--- config.mk ---
export PLATFORM = sky130hd
export DESIGN_NAME = sprite_fetch_flat
export DESIGN_NICKNAME = d
export VERILOG_FILES = /design/src/rtl/sprite_fetch_if.sv /design/src/rtl/sprite_fetch.sv /design/src/flat_wrapper.sv
export SDC_FILE = /design/constraint.sdc
export NUM_CORES = 1
export LEC_CHECK = 0
export ABC_AREA = 1
export CAP_MARGIN = 20
export CORE_AREA = 3 3 146 148
export CTS_BUF_LIST = sky130_fd_sc_hd__clkbuf_4 sky130_fd_sc_hd__clkbuf_8 sky130_fd_sc_hd__clkbuf_16
export DETAILED_ROUTE_END_ITERATION = 7
export DIE_AREA = 0 0 149 151
export PLACE_DENSITY = 0.49
export SYNTH_ARGS = -nofsm -noshare
export SYNTH_HDL_FRONTEND = slang
export SYNTH_SLANG_ARGS = --single-unit
--- constraint.sdc ---
create_clock -name clk -period 3.42 [get_ports clk]
set_input_delay 0.513 -clock clk [delete_from_list [all_inputs] [get_ports clk]]
set_output_delay 0.513 -clock clk [all_outputs]
set_load 0.02 [all_outputs]
--- src/rtl/sprite_fetch_if.sv ---
// sprite_fetch_if: sprite select, descriptor table and pixel address stream signals
interface sprite_fetch_if;
  logic        start;
  logic [5:0]  sprite_id;
  logic [5:0]  tbl_idx;
  logic [44:0] tbl_data;
  logic        addr_valid;
  logic        addr_ready;
  logic [24:0] addr;
  logic [9:0]  px;
  logic [9:0]  py;
  logic        last;
  logic        busy;
  logic        done;
  logic        err;
  modport master (
    output start, sprite_id, tbl_data, addr_ready,
    input  tbl_idx, addr_valid, addr, px, py, last, busy, done, err
  );
  modport slave (
    input  start, sprite_id, tbl_data, addr_ready,
    output tbl_idx, addr_valid, addr, px, py, last, busy, done, err
  );
endinterface

--- src/rtl/sprite_fetch.sv ---
// sprite_fetch: looks up a sprite descriptor and streams its pixel addresses in raster order
module sprite_fetch #(
  parameter int MAX_ID  = 12,
  parameter int TBL_LAT = 1
) (
  input logic           clk,
  input logic           rst,
  sprite_fetch_if.slave bus
);
  localparam int CW = TBL_LAT > 1 ? $clog2(TBL_LAT) : 1;
  typedef enum logic [2:0] {IDLE, LOOKUP, LATCH, STREAM, DONE} state_t;
  state_t      state_q, state_d;
  logic [5:0]  tbl_idx_q, tbl_idx_d;
  logic [CW-1:0] cnt_q, cnt_d;
  logic [24:0] row_base_q, row_base_d;
  logic [9:0]  width_q, width_d, height_q, height_d;
  logic [9:0]  px_q, px_d, py_q, py_d, nx_px, nx_py;
  logic        last_q, last_d, err_q, err_d, eol, rej;
  always_comb begin
    rej        = bus.sprite_id > 6'(MAX_ID);
    eol        = px_q == width_q - 10'd1;
    nx_px      = eol ? 10'd0 : px_q + 10'd1;
    nx_py      = eol ? py_q + 10'd1 : py_q;
    state_d    = state_q;
    tbl_idx_d  = tbl_idx_q;
    cnt_d      = cnt_q;
    row_base_d = row_base_q;
    width_d    = width_q;
    height_d   = height_q;
    px_d       = px_q;
    py_d       = py_q;
    last_d     = last_q;
    err_d      = err_q;
    case (state_q)
      IDLE: if (bus.start) begin
        err_d     = rej;
        tbl_idx_d = rej ? tbl_idx_q : bus.sprite_id;
        cnt_d     = CW'(TBL_LAT - 1);
        state_d   = rej ? DONE : LOOKUP;
      end
      LOOKUP: begin
        cnt_d   = cnt_q - CW'(1);
        state_d = cnt_q == '0 ? LATCH : LOOKUP;
      end
      LATCH: begin
        row_base_d = bus.tbl_data[44:20];
        width_d    = bus.tbl_data[19:10];
        height_d   = bus.tbl_data[9:0];
        px_d       = '0;
        py_d       = '0;
        last_d     = width_d == 10'd1 && height_d == 10'd1;
        state_d    = (width_d == '0 || height_d == '0) ? DONE : STREAM;
      end
      STREAM: if (bus.addr_ready) begin
        if (last_q) begin
          last_d  = 1'b0;
          state_d = DONE;
        end else begin
          px_d       = nx_px;
          py_d       = nx_py;
          // row_base tracks base + py*width so the address needs only an adder
          row_base_d = eol ? row_base_q + {15'd0, width_q} : row_base_q;
          last_d     = nx_px == width_q - 10'd1 && nx_py == height_q - 10'd1;
        end
      end
      default: state_d = IDLE;
    endcase
  end
  always_ff @(posedge clk or posedge rst) begin
    if (rst) begin
      state_q    <= IDLE;
      tbl_idx_q  <= '0;
      cnt_q      <= '0;
      row_base_q <= '0;
      width_q    <= '0;
      height_q   <= '0;
      px_q       <= '0;
      py_q       <= '0;
      last_q     <= 1'b0;
      err_q      <= 1'b0;
    end else begin
      state_q    <= state_d;
      tbl_idx_q  <= tbl_idx_d;
      cnt_q      <= cnt_d;
      row_base_q <= row_base_d;
      width_q    <= width_d;
      height_q   <= height_d;
      px_q       <= px_d;
      py_q       <= py_d;
      last_q     <= last_d;
      err_q      <= err_d;
    end
  end
  assign bus.tbl_idx    = tbl_idx_q;
  assign bus.addr_valid = state_q == STREAM;
  assign bus.addr       = row_base_q + {15'd0, px_q};
  assign bus.px         = px_q;
  assign bus.py         = py_q;
  assign bus.last       = last_q;
  assign bus.busy       = state_q != IDLE;
  assign bus.done       = state_q == DONE;
  assign bus.err        = err_q;
endmodule

--- src/flat_wrapper.sv ---
// flat-port wrapper written by rule: the top's interface ports become plain ports
module sprite_fetch_flat 
#(
  parameter int MAX_ID  = 12,
  parameter int TBL_LAT = 1
)
  (clk, rst, bus_start, bus_sprite_id, bus_tbl_data, bus_addr_ready, bus_tbl_idx, bus_addr_valid, bus_addr, bus_px, bus_py, bus_last, bus_busy, bus_done, bus_err);
  sprite_fetch_if bus_i ();
  input logic clk;
  input logic rst;
  input wire logic [$bits(bus_i.start)-1:0] bus_start;
  input wire logic [$bits(bus_i.sprite_id)-1:0] bus_sprite_id;
  input wire logic [$bits(bus_i.tbl_data)-1:0] bus_tbl_data;
  input wire logic [$bits(bus_i.addr_ready)-1:0] bus_addr_ready;
  output wire logic [$bits(bus_i.tbl_idx)-1:0] bus_tbl_idx;
  output wire logic [$bits(bus_i.addr_valid)-1:0] bus_addr_valid;
  output wire logic [$bits(bus_i.addr)-1:0] bus_addr;
  output wire logic [$bits(bus_i.px)-1:0] bus_px;
  output wire logic [$bits(bus_i.py)-1:0] bus_py;
  output wire logic [$bits(bus_i.last)-1:0] bus_last;
  output wire logic [$bits(bus_i.busy)-1:0] bus_busy;
  output wire logic [$bits(bus_i.done)-1:0] bus_done;
  output wire logic [$bits(bus_i.err)-1:0] bus_err;
  assign bus_i.start = bus_start;
  assign bus_i.sprite_id = bus_sprite_id;
  assign bus_i.tbl_data = bus_tbl_data;
  assign bus_i.addr_ready = bus_addr_ready;
  assign bus_tbl_idx = bus_i.tbl_idx;
  assign bus_addr_valid = bus_i.addr_valid;
  assign bus_addr = bus_i.addr;
  assign bus_px = bus_i.px;
  assign bus_py = bus_i.py;
  assign bus_last = bus_i.last;
  assign bus_busy = bus_i.busy;
  assign bus_done = bus_i.done;
  assign bus_err = bus_i.err;
  sprite_fetch #(.MAX_ID(MAX_ID), .TBL_LAT(TBL_LAT)) u_core (.clk(clk), .rst(rst), .bus(bus_i));
endmodule
# Word level (Yosys, flattened, before mapping)
# Cells that the tools add are included.
dict set report word_totals {
  output_inout_bits 56
  input_bits 55
  word_cells 73
  reg_bits 77
}
dict set report op_classes {
  n_bitwise 1
  n_mux 24
  n_addsub 7
  magnitude_cmp 1
  reduce_logical 16
  n_eq_ne 14
}
# op n
set op_table {}
lappend op_table {{25-bit two-way mux} 3}
lappend op_table {{10-bit two-way mux} 6}
lappend op_table {{25-bit by 10-bit adder with 25-bit output} 2}
lappend op_table {{25-bit one-hot mux with 2 select lines} 1}
lappend op_table {{10-bit one-hot mux with 2 select lines} 2}
lappend op_table {{10-bit equality test} 3}
lappend op_table {{10-bit by 1-bit adder with 10-bit output (second input constant)} 2}
lappend op_table {{10-bit by 1-bit equality test with 1-bit output (second input constant)} 2}
lappend op_table {{10-bit zero test} 2}
lappend op_table {{10-bit by 1-bit subtractor with 10-bit output (second input constant)} 2}
lappend op_table {{3-bit two-way mux} 5}
lappend op_table {{3-bit one-hot mux with 4 select lines} 1}
lappend op_table {{3-bit AND reduction} 3}
lappend op_table {{3-bit by 2-bit equality test with 1-bit output (second input constant)} 2}
lappend op_table {{6-bit by 4-bit greater-than comparator with 1-bit output (second input constant)} 1}
lappend op_table {{2-bit != test (second input constant)} 3}
lappend op_table {{2-bit AND reduction} 3}
lappend op_table {{2-bit by 1-bit != test with 1-bit output (second input constant)} 2}
lappend op_table {{1-bit one-hot mux with 2 select lines} 2}
lappend op_table {{4-bit AND reduction} 1}
lappend op_table {{2-bit nonzero test} 2}
lappend op_table {{3-bit by 1-bit equality test with 1-bit output (second input constant)} 1}
lappend op_table {{3-bit equality test (second input constant)} 1}
lappend op_table {{3-bit zero test} 1}
lappend op_table {{7 further kinds} 10}

# Longest topological paths before layout
# Gate-level depths: netlist of run 1.
dict set report depth {
  word_depth 8
  mapped_depth 21
  depth_no_buf 20
}

# Least setup slack after synthesis of run 1
# Ideal clock, no wire load.
dict set report synth_path {
  path_kind {register to output}
  start {register u_core.px_q[0], in the netlist u_core.bus.px[0]}
  end {output port bus_addr[20]}
  path_slack_ns -0.031
  arrival_time_ns 2.938
  path_stages_with_launch 16
  n_path_buf 0
  required_ns 2.907
  cell_sequence {dfrtp_1 ha_1 inv_1 fa_1 o21ai_0 nand2_1 nand2_1 a21oi_1 o21ai_0 a21o_1 nand2_1 nand2_1 nand2_1 nor3_1 nand2_1 xor2_1}
}
dict set report synth_between {
  elab_chain_len 1
}
# element line
set synth_rtl {}
lappend synth_rtl {{start: declaration} sprite_fetch.sv:17} ;# logic [9:0] px_q, px_d, py_q, py_d, nx_px, nx_py;
lappend synth_rtl {{start signal: assignment} sprite_fetch.sv:88} ;# px_q <= px_d;
lappend synth_rtl {{25-bit by 10-bit adder with 25-bit output} sprite_fetch.sv:96} ;# assign bus.addr = row_base_q + {15'd0, px_q};
lappend synth_rtl {{end: declaration} flat_wrapper.sv:17} ;# output wire logic [$bits(bus_i.addr)-1:0] bus_addr;
# Every way passes these cells.

# Worst setup path after layout of run 1
dict set report layout_path {
  start {register u_core.row_base_q[0]}
  end {output port bus_addr[24]}
}
dict set report layout_between {
  elab_chain_len 1
}
# element line
set layout_rtl {}
lappend layout_rtl {{start: declaration} sprite_fetch.sv:15} ;# logic [24:0] row_base_q, row_base_d;
lappend layout_rtl {{start signal: assignment} sprite_fetch.sv:85} ;# row_base_q <= row_base_d;
lappend layout_rtl {{25-bit by 10-bit adder with 25-bit output} sprite_fetch.sv:96}
# Every way passes these cells.

==> results of run 1 <==
==> kinds of logic (layout without fill, tap and decap cells) <==
| group | Yosys count | in the layout | synth area share [%] |
|---|---|---|---|
| buffers and inverters | 132 | 291 | 8.72 |
| adder cells (fa/ha/maj) | 26 | 26 | 5.70 |
| flip-flops | 77 | 77 | 32.3 |
| AND/OR/NAND/NOR | 413 | 413 | 30.0 |
| XOR/XNOR | 62 | 62 | 9.46 |
| AO/OA/AOI/OAI | 145 | 145 | 13.9 |
==> sequential cells by signal, indices dropped and copies added, names as in the netlist <==
signal / flops
u_core.row_base_q: 25
u_core.bus.px: 10
u_core.bus.py: 10
u_core.height_q: 10
u_core.width_q: 10
u_core.bus.tbl_idx: 6
u_core.state_q: 3
u_core.bus.err: 1
u_core.bus.last: 1
u_core.cnt_q: 1
==> cell usage after synthesis (3+ instances only) <==
| library cell | number |
|---|---|
| sky130_fd_sc_hd__o21a_1 | 3 |
| sky130_fd_sc_hd__nand4_1 | 16 |
| sky130_fd_sc_hd__a22oi_1 | 3 |
| sky130_fd_sc_hd__o211ai_1 | 7 |
| sky130_fd_sc_hd__inv_2 | 3 |
| sky130_fd_sc_hd__ha_1 | 24 |
| sky130_fd_sc_hd__nor2_2 | 5 |
| sky130_fd_sc_hd__nor3_1 | 16 |
| sky130_fd_sc_hd__inv_1 | 107 |
| sky130_fd_sc_hd__nand2_1 | 237 |
| sky130_fd_sc_hd__o21ai_0 | 59 |
| sky130_fd_sc_hd__nand2_2 | 4 |
| sky130_fd_sc_hd__o21ai_1 | 5 |
| sky130_fd_sc_hd__nor2_1 | 61 |
| sky130_fd_sc_hd__nand3b_1 | 5 |
| sky130_fd_sc_hd__nand3_1 | 51 |
| sky130_fd_sc_hd__nor4_1 | 7 |
| sky130_fd_sc_hd__xnor2_1 | 9 |
| sky130_fd_sc_hd__clkbuf_1 | 15 |
| sky130_fd_sc_hd__dfrtp_1 | 77 |
| sky130_fd_sc_hd__a31oi_1 | 3 |
| sky130_fd_sc_hd__xor2_1 | 51 |
| sky130_fd_sc_hd__a21oi_1 | 28 |
| sky130_fd_sc_hd__o22ai_1 | 25 |
==> how the worst max path moves through the flow <==
stage	end	start	slack, ns	depth (start not counted)
final	bus_addr[24]	u_core.row_base_q[0]$_DFFE_PP0P_	0.11	17
after global routing	bus_addr[20]	u_core.bus.px[0]$_DFFE_PP0P_	-0.07	17
after CTS	bus_addr[24]	u_core.row_base_q[0]$_DFFE_PP0P_	-0.09	17
after detailed placement	bus_addr[24]	u_core.row_base_q[0]$_DFFE_PP0P_	-0.30	17
after global placement	bus_addr[24]	u_core.bus.px[0]$_DFFE_PP0P_	-0.30	17
after floorplan	bus_addr[20]	u_core.bus.px[0]$_DFFE_PP0P_	0.03	15
==> cells in the final DEF (no fill, tap or decap), drive strengths merged, types with 7 or more instances in the layout <==
cell type      count
dfrtp             77
inv              109
nand4             16
xnor2              9
nor2              68
xor2              52
buf               64
nand3             53
o211ai             7
a21oi             28
o22ai             25
nand2            242
o21ai             64
nor4               7
nor3              17
clkdlybuf4s50     94
clkbuf            12
ha                24
==> repair_timing <==
item                       in CTS  in global routing
setup endpoints to repair      16                 16
hold buffers                    0                  0
resized for setup              50                 41
pin swaps                       1                 17
buffers inserted                1                  6
==> through the flow <==
step                instance area (sq um)  TNS (ns)  power [mW]  cells
floorplan                            5980         0        3.92    855
CTS                                  8040   -0.0886        6.33   1278
global placement                     7710     -1.47        5.23   1261
detailed placement                   7710     -1.60        5.23   1261
finish                               8190         0        6.36   1284
global route                         8190    -0.200        6.92   1284
==> power breakdown <==
| group | internal [mW] | switching, mW | leakage, nW |
|---|---|---|---|
| registers | 1.24 | 0.372 | 0.979 |
| clock network | 0.711 | 0.406 | 0.169 |
| logic | 1.48 | 2.16 | 2.70 |
| total | 3.43 | 2.94 | 3.85 |
==> tightest hold or removal path, stage by stage (launching register included) <==
cell and delay, ns:
sky130_fd_sc_hd__dfrtp_1 0.35, sky130_fd_sc_hd__nand2_1 0.06, sky130_fd_sc_hd__nand2_1 0.05
==> per-layer routing <==
metal / vias up / global-route usage (%)
met5: - / 0
met2: 133 / 27.8
met4: 0 / 4.85
met3: 17 / 3.32
li1: 3123 / -
met1: 2782 / 23.5
==> final cells by class <==
type | count | share of cell area [%]
Timing Repair Buffer | 165 | 18.3
Sequential cell | 77 | 23.5
Tap cell | 270 | 4.12
Multi-Input combinational cell | 646 | 44.8
Clock buffer | 9 | 2.75
Clock inverter | 7 | 1.39
Inverter | 110 | 5.05
==> results_tabular.tex, run 1 <==
\begin{tabular}{lr}
\hline
Metric & Value \\
\hline
\multicolumn{2}{l}{\textbf{Die}} \\
Number of placement rows & 52 \\
Die footprint & between 20,000 and 25,000 sq um \\
Placeable Area & just over 20,000 sq um \\
Initial core utilization & between 20 and 30\% \\
Height of the chip & 151 um \\
Horizontal die dimension & around 150 um \\
Count of pins on the block boundary & between 100 and 150 \\
\multicolumn{2}{l}{\textbf{Worst setup path}} \\
Kind of cell adding the most delay to the critical path & simple AND/OR/NAND/NOR gates \\
Worst path slowest cell & sky130\_fd\_sc\_hd\_\_fa\_2 \\
Max incr delay on CP & around 0.37 ns \\
Worst reg2reg endpoint & u\_core.bus.last\$\_DFFE\_PP0P\_ \\
R2r startpoint & u\_core.width\_q[1]\$\_DFFE\_PP0P\_ \\
Cell repeated most along the worst path & sky130\_fd\_sc\_hd\_\_nand2\_2 \\
Depth of the worst register-to-register path & 16 \\
Endpoint arrival time on the critical path & $\sim$2.8 ns \\
Crit path launch type & register \\
Nature of the critical path endpoint & output pin \\
Start-to-end type of the worst setup path & reg2out \\
Count of buffer and inverter cells on the critical path & 3 \\
WP data required & between 2 and 3 ns \\
Reg-to-reg slack, setup & approximately 0.42 ns \\
Crit-path cells & ha\_2 -> inv\_1 -> fa\_2 -> o21ai\_2 -> nand2\_1 -> nand2\_2 -> a21oi\_2 -> o21ai\_2 -> a21o\_1 -> nand2\_1 -> nand2\_2 -> nand2\_4 -> nor3\_4 -> buf\_6 -> nand2\_2 -> xor2\_2 -> buf\_6 \\
Maximum net fanout on the critical path & 3 \\
\multicolumn{2}{l}{\textbf{Global route}} \\
Global-route total usage across every layer & 17.2\% \\
Congestion Overflow GR & 0 \\
Global-route wire length before repair & just over 30,000 um \\
Largest net degree at the start of global routing & 46 \\
Antenna violations before repair & 0 \\
Via count of the first global-routing pass & slightly below 6,000 \\
\multicolumn{2}{l}{\textbf{Detailed routing}} \\
Post-route ant nets & 0 \\
Average wire length per cell after detail routing & approximately 15 um \\
Via-to-Cell Ratio & roughly 4.7 \\
DRC violations left & 0 \\
1st-iter DRT viols & slightly below 400 \\
Routed met2 length & around 9000 um \\
Wire length after detailed routing & 19,300 um \\
Post-route met1 wirelength & a little over 9000 um \\
Top routing layer used & met4 \\
Routed via count & 6,055 \\
Met3 WL post-DR & about 1000 um \\
Detailed-router iteration count before antenna repair & 4 \\
\multicolumn{2}{l}{\textbf{Clock tree}} \\
Sink Count & a little under 80 \\
Number of buffers inserted during clock tree synthesis & 9 \\
Buffer depth of the longest clock path & 2 \\
Clock Root Buffer & sky130\_fd\_sc\_hd\_\_clkbuf\_16 \\
Clock-pin slew on the worst setup and hold paths & roughly 0.06 ns \\
Clock tree from TritonCTS & done \\
Clock insertion delay at the later pin of the skew report & roughly 0.34 ns \\
Number of H-tree branching levels & 3 \\
\multicolumn{2}{l}{\textbf{Status}} \\
Outcome & finished clean \\
\multicolumn{2}{l}{\textbf{Layout}} \\
Layout cell share with drive strength beyond 1 & between 10\% and 20\% \\
Area growth from synthesis to final layout & 37.3\% \\
Final-stage net count & between 1,000 and 1,500 \\
Filler cell count in the final layout & approximately 2,200 \\
Number of diodes & 0 \\
Footprint of the multi-input gates & 3670 sq um \\
Area taken by flip-flops and latches & about 1900 sq um \\
Post-Route Utilization & 40.6\% \\
\multicolumn{2}{l}{\textbf{STA}} \\
Total setup violations reported at the end of the flow & 0 \\
Worst path setup slack after routing & between 0.1 and 0.15 ns \\
Transition time at the pin with the least slew margin & 0.647 ns \\
RSZ-0062 raised after global routing & yes \\
Max-slew violations & 0 \\
Min cycle time layout & 3.31 ns \\
Final hold violations & 0 \\
Worst slew margin & around 57\% \\
Highest achievable clock rate & approximately 300 MHz \\
Worst hold slack & between 0.4 and 0.5 ns \\
Final worst path period share & 96.9\% \\
Worst clock skew on the final layout & just over 0.009 ns \\
\multicolumn{2}{l}{\textbf{Worst hold path}} \\
Hold Crit Endpoint & u\_core.bus.tbl\_idx[3]\$\_DFFE\_PP0P\_ \\
Hold path cells & 2 \\
Startpoint of the tightest hold check path & u\_core.bus.tbl\_idx[3]\$\_DFFE\_PP0P\_ \\
Path class of the lowest-slack min-delay path & reg2reg \\
\multicolumn{2}{l}{\textbf{Logic synthesis}} \\
Post-synth design cell area & just under 6000 sq um \\
Share of Yosys cell area claimed by the top area cell type & approximately a third \\
Top area cells in the synthesized netlist & sky130\_fd\_sc\_hd\_\_dfrtp\_1 32\%, sky130\_fd\_sc\_hd\_\_nand2\_1 15\%, sky130\_fd\_sc\_hd\_\_xor2\_1 7.5\% \\
Cell accounting for the most synthesized area & sky130\_fd\_sc\_hd\_\_dfrtp\_1 \\
Synthesized area per cell & 6.98 sq um \\
Sequential cell area fraction in the yosys report & between 30\% and 40\% \\
Netlist cell types & 47 \\
YS warnings & 0 \\
Most used flip-flop cell after synthesis & sky130\_fd\_sc\_hd\_\_dfrtp\_1 \\
Net count after synthesis & about 940 \\
EDFF count, synth & 0 \\
Cell count after synthesis & $\sim$860 \\
Flop and latch count out of synthesis & 77 \\
Fraction of registers with async set or reset after synthesis & 100\% \\
\multicolumn{2}{l}{\textbf{Pwr}} \\
Peak ir drop on the vdd network & $\sim$0.34 mV \\
Leakage power of the design & about 3.9 nW \\
Pwr dens & 777 nW/um\^{}2 \\
\multicolumn{2}{l}{\textbf{Placement}} \\
Final Wtd Congestion & 0.863 \\
Number of buffers added on ports & 110 \\
Half-perimeter wire length after placement & roughly 15,000 um \\
Post-placement setup slack & -0.302 ns \\
\multicolumn{2}{l}{\textbf{Job}} \\
Maxcap violations & 0 \\
\hline
\end{tabular}
(Power assumes the default switching activity.)
==> inputs of run 2 (changes only) <==
--- a/config.mk
+++ b/config.mk
@@ -7,10 +7,10 @@
 export LEC_CHECK = 0
 export ABC_AREA = 1
 export CAP_MARGIN = 20
-export CORE_AREA = 3 3 146 148
+export CORE_AREA = 2 2 145 147
 export CTS_BUF_LIST = sky130_fd_sc_hd__clkbuf_4 sky130_fd_sc_hd__clkbuf_8 sky130_fd_sc_hd__clkbuf_16
 export DETAILED_ROUTE_END_ITERATION = 7
-export DIE_AREA = 0 0 149 151
+export DIE_AREA = 0 0 147 149
 export PLACE_DENSITY = 0.49
 export SYNTH_ARGS = -nofsm -noshare
 export SYNTH_HDL_FRONTEND = slang
==> results_tabular.tex, run 2 (same netlist as run 1, synthesis figures left out) <==
\begin{tabular}{lr}
\hline
Metric & Value \\
\hline
\multicolumn{2}{l}{\textbf{Status}} \\
Outcome & finished clean \\
\multicolumn{2}{l}{\textbf{Detailed routing}} \\
Post-route ant nets & 0 \\
Routed met2 length & approximately 8900 um \\
Detailed-router iteration count before antenna repair & 5 \\
Routed via count & between 6,000 and 7,000 \\
1st-iter DRT viols & 309 \\
Post-route met1 wirelength & $\sim$9000 um \\
Top routing layer used & met4 \\
Wire length after detailed routing & 19,300 um \\
Met3 WL post-DR & slightly above 1000 um \\
DRC violations left & 0 \\
Average wire length per cell after detail routing & roughly 15 um \\
Via-to-Cell Ratio & approximately 4.7 \\
\multicolumn{2}{l}{\textbf{Worst hold path}} \\
Hold path cells & 2 \\
Startpoint of the tightest hold check path & u\_core.bus.tbl\_idx[3]\$\_DFFE\_PP0P\_ \\
Path class of the lowest-slack min-delay path & reg2reg \\
\multicolumn{2}{l}{\textbf{STA}} \\
Max-slew violations & 0 \\
Worst slew margin & 41.1\% \\
Total setup violations reported at the end of the flow & 0 \\
Final hold violations & 0 \\
RSZ-0062 raised after global routing & yes \\
Min cycle time layout & between 3 and 4 ns \\
Transition time at the pin with the least slew margin & 0.875 ns \\
Worst clock skew on the final layout & roughly 0.0092 ns \\
Highest achievable clock rate & between 200 and 300 MHz \\
Final worst path period share & 98.3\% \\
Setup TNS after final layout & 0 ns \\
\multicolumn{2}{l}{\textbf{Layout}} \\
Number of diodes & 0 \\
Final-stage net count & between 1,000 and 1,500 \\
Leading cell type in the layout, fill and taps excluded & sky130\_fd\_sc\_hd\_\_nand2\_1 \\
Most frequent cells in the layout & 229 x sky130\_fd\_sc\_hd\_\_nand2\_1, 105 x sky130\_fd\_sc\_hd\_\_inv\_1, 93 x sky130\_fd\_sc\_hd\_\_clkdlybuf4s50\_1 \\
Number of flip-flops under the largest register name & 25 \\
Layout cell share with drive strength beyond 1 & about 14\% \\
Largest register by flop count & u\_core.row\_base\_q \\
Area growth from synthesis to final layout & 37.6\% \\
Post-Route Utilization & 40.0\% \\
\multicolumn{2}{l}{\textbf{Pwr}} \\
Relative contribution of combinational cells to total power & a little under three fifths \\
Total power & approximately 6.4 mW \\
Internal Pwr Total & $\sim$3.4 mW \\
Pwr dens & 773 nW/um\^{}2 \\
Net switching fraction of the power & between 40\% and 50\% \\
Reg power frac & about 25\% \\
Leakage power of the design & between 3 and 4 nW \\
Part of the total power dissipated in the clock network & 17.1\% \\
Switching power of the nets & 2.93 mW \\
Peak ir drop on the vdd network & between 0.3 and 0.4 mV \\
\multicolumn{2}{l}{\textbf{Worst setup path}} \\
R2r startpoint & u\_core.width\_q[1]\$\_DFFE\_PP0P\_ \\
Start point of the critical path & u\_core.row\_base\_q[0]\$\_DFFE\_PP0P\_ \\
Crit-path cells & ha\_2 -> inv\_2 -> fa\_2 -> o21ai\_2 -> nand2\_1 -> nand2\_1 -> a21oi\_2 -> o21ai\_2 -> a21o\_1 -> nand2\_1 -> nand2\_2 -> nand2\_4 -> nor3\_2 -> buf\_4 -> nand2\_4 -> xor2\_2 -> buf\_6 \\
Nature of the critical path endpoint & output pin \\
Crit path launch type & register \\
Maximum net fanout on the critical path & 3 \\
Start-to-end type of the worst setup path & reg2out \\
Count of buffer and inverter cells on the critical path & 3 \\
WP data required & about 2.9 ns \\
Path length in cells of the critical path & 17 \\
Depth of the worst register-to-register path & 19 \\
Kind of cell adding the most delay to the critical path & simple AND/OR/NAND/NOR gates \\
Cell repeated most along the worst path & sky130\_fd\_sc\_hd\_\_nand2\_1 \\
Endpoint arrival time on the critical path & about 2.9 ns \\
Worst path slowest cell & sky130\_fd\_sc\_hd\_\_fa\_2 \\
Max incr delay on CP & between 0.3 and 0.4 ns \\
\multicolumn{2}{l}{\textbf{Clock tree}} \\
Clock insertion delay at the later pin of the skew report & 0.35 ns \\
Sink Count & 77 \\
Clock tree from TritonCTS & done \\
Number of H-tree branching levels & 3 \\
Count of hold buffers inserted by post-cts repair & 0 \\
Buffer depth of the longest clock path & 2 \\
Clock-pin slew on the worst setup and hold paths & approximately 0.060 ns \\
Clock Root Buffer & sky130\_fd\_sc\_hd\_\_clkbuf\_16 \\
Number of buffers inserted during clock tree synthesis & 9 \\
\multicolumn{2}{l}{\textbf{Die}} \\
Die footprint & between 20,000 and 25,000 sq um \\
Initial core utilization & 29.0\% \\
Horizontal die dimension & around 150 um \\
Height of the chip & $\sim$150 um \\
Number of placement rows & 53 \\
Count of pins on the block boundary & 111 \\
Placeable Area & 20,600 sq um \\
\multicolumn{2}{l}{\textbf{Global route}} \\
Global-route wire length before repair & $\sim$31,000 um \\
Largest net degree at the start of global routing & 44 \\
Congestion Overflow GR & 0 \\
Global-route total usage across every layer & 17.9\% \\
Antenna violations before repair & 0 \\
Via count of the first global-routing pass & between 5,000 and 6,000 \\
\multicolumn{2}{l}{\textbf{Placement}} \\
Final Wtd Congestion & between 0.8 and 0.9 \\
Half-perimeter wire length after placement & around 15,000 um \\
Number of buffers added on ports & 110 \\
\multicolumn{2}{l}{\textbf{Job}} \\
Maxcap violations & 0 \\
\hline
\end{tabular}
-- run 2: changes by cell type in the layout (fill, tap and decap cells not counted), moves of 2 or more --
cell                              previous run  this run
sky130_fd_sc_hd__buf_2                       4         0
sky130_fd_sc_hd__buf_4                      55        62
sky130_fd_sc_hd__clkbuf_8                    0         2
sky130_fd_sc_hd__clkdlybuf4s15_1             3         1
sky130_fd_sc_hd__dlymetal6s2s_1              0         2
sky130_fd_sc_hd__nand2_2                    10         8
sky130_fd_sc_hd__nand2_4                     3         5
sky130_fd_sc_hd__nor2_2                      7         5
sky130_fd_sc_hd__nor2_4                      3         5
-- run 2: metrics by stage --
step / instances / area (sq um) / hold slack [ns] / setup slack (ns)
after floorplan: 855 / 5980 / 0.463 / 0.0343
after CTS: 1288 / 8070 / 0.484 / -0.0271
after global routing: 1289 / 8210 / 0.522 / -0.126
final: 1289 / 8210 / 0.485 / 0.0586
after detailed placement: 1268 / 7720 / 0.461 / -0.314
after global placement: 1268 / 7720 / 0.466 / -0.311
-- run 2: area by class of cell --
cell class              instances  area, sq um
clock buffers                  12          260
clock inverters                 4         70.1
fillers                      2210        12300
inverters                     110          414
multi-input cells             646         3700
flip-flops and latches         77         1930
well taps                     275          344
repair buffers                165         1500
-- run 2: what timing repair did --
item                       4_1_cts  5_1_grt
setup endpoints to repair       16       17
setup buffers                    4        1
gates resized for setup         51       58
pin swaps                        4       24
-- run 2: worst register-to-register path, delay by kind of cell, from the launching register on --
kind	cells	cell delay, ns
AOI/OAI and AO/OA	1	0.13
adders and majority gates	1	0.27
buffers and inverters	3	0.50
DFF	1	0.43
and+or+nand+nor	14	1.62
-- run 2: per-layer routing --
layer | vias up | track usage, %
met4 | 0 | 6.01
met2 | 150 | 29.3
met3 | 18 | 3.70
li1 | 3112 | -
met1 | 2757 | 23.8
met5 | - | 0
-- run 2: path summary, 6_finish.rpt --
check,slack [ns],end
setup / recovery,0.06,bus_addr[24]
hold / removal,0.49,u_core.bus.tbl_idx[3]$_DFFE_PP0P_
setup reg to reg,0.39,u_core.bus.last$_DFFE_PP0P_
hold reg to reg,0.49,u_core.bus.tbl_idx[3]$_DFFE_PP0P_
max in group asynchronous,2.12,u_core.bus.last$_DFFE_PP0P_
min in group asynchronous,0.64,u_core.bus.tbl_idx[1]$_DFFE_PP0P_
-- run 2: power groups by stage --
stage | sequential (mW) | clock, mW | combinational, mW
after floorplan | 1.56 | 0 | 2.36
after global placement | 1.61 | 0 | 3.63
after detailed placement | 1.61 | 0 | 3.61
after CTS | 1.60 | 1.11 | 3.60
after global routing | 1.66 | 1.16 | 4.09
final | 1.61 | 1.09 | 3.65
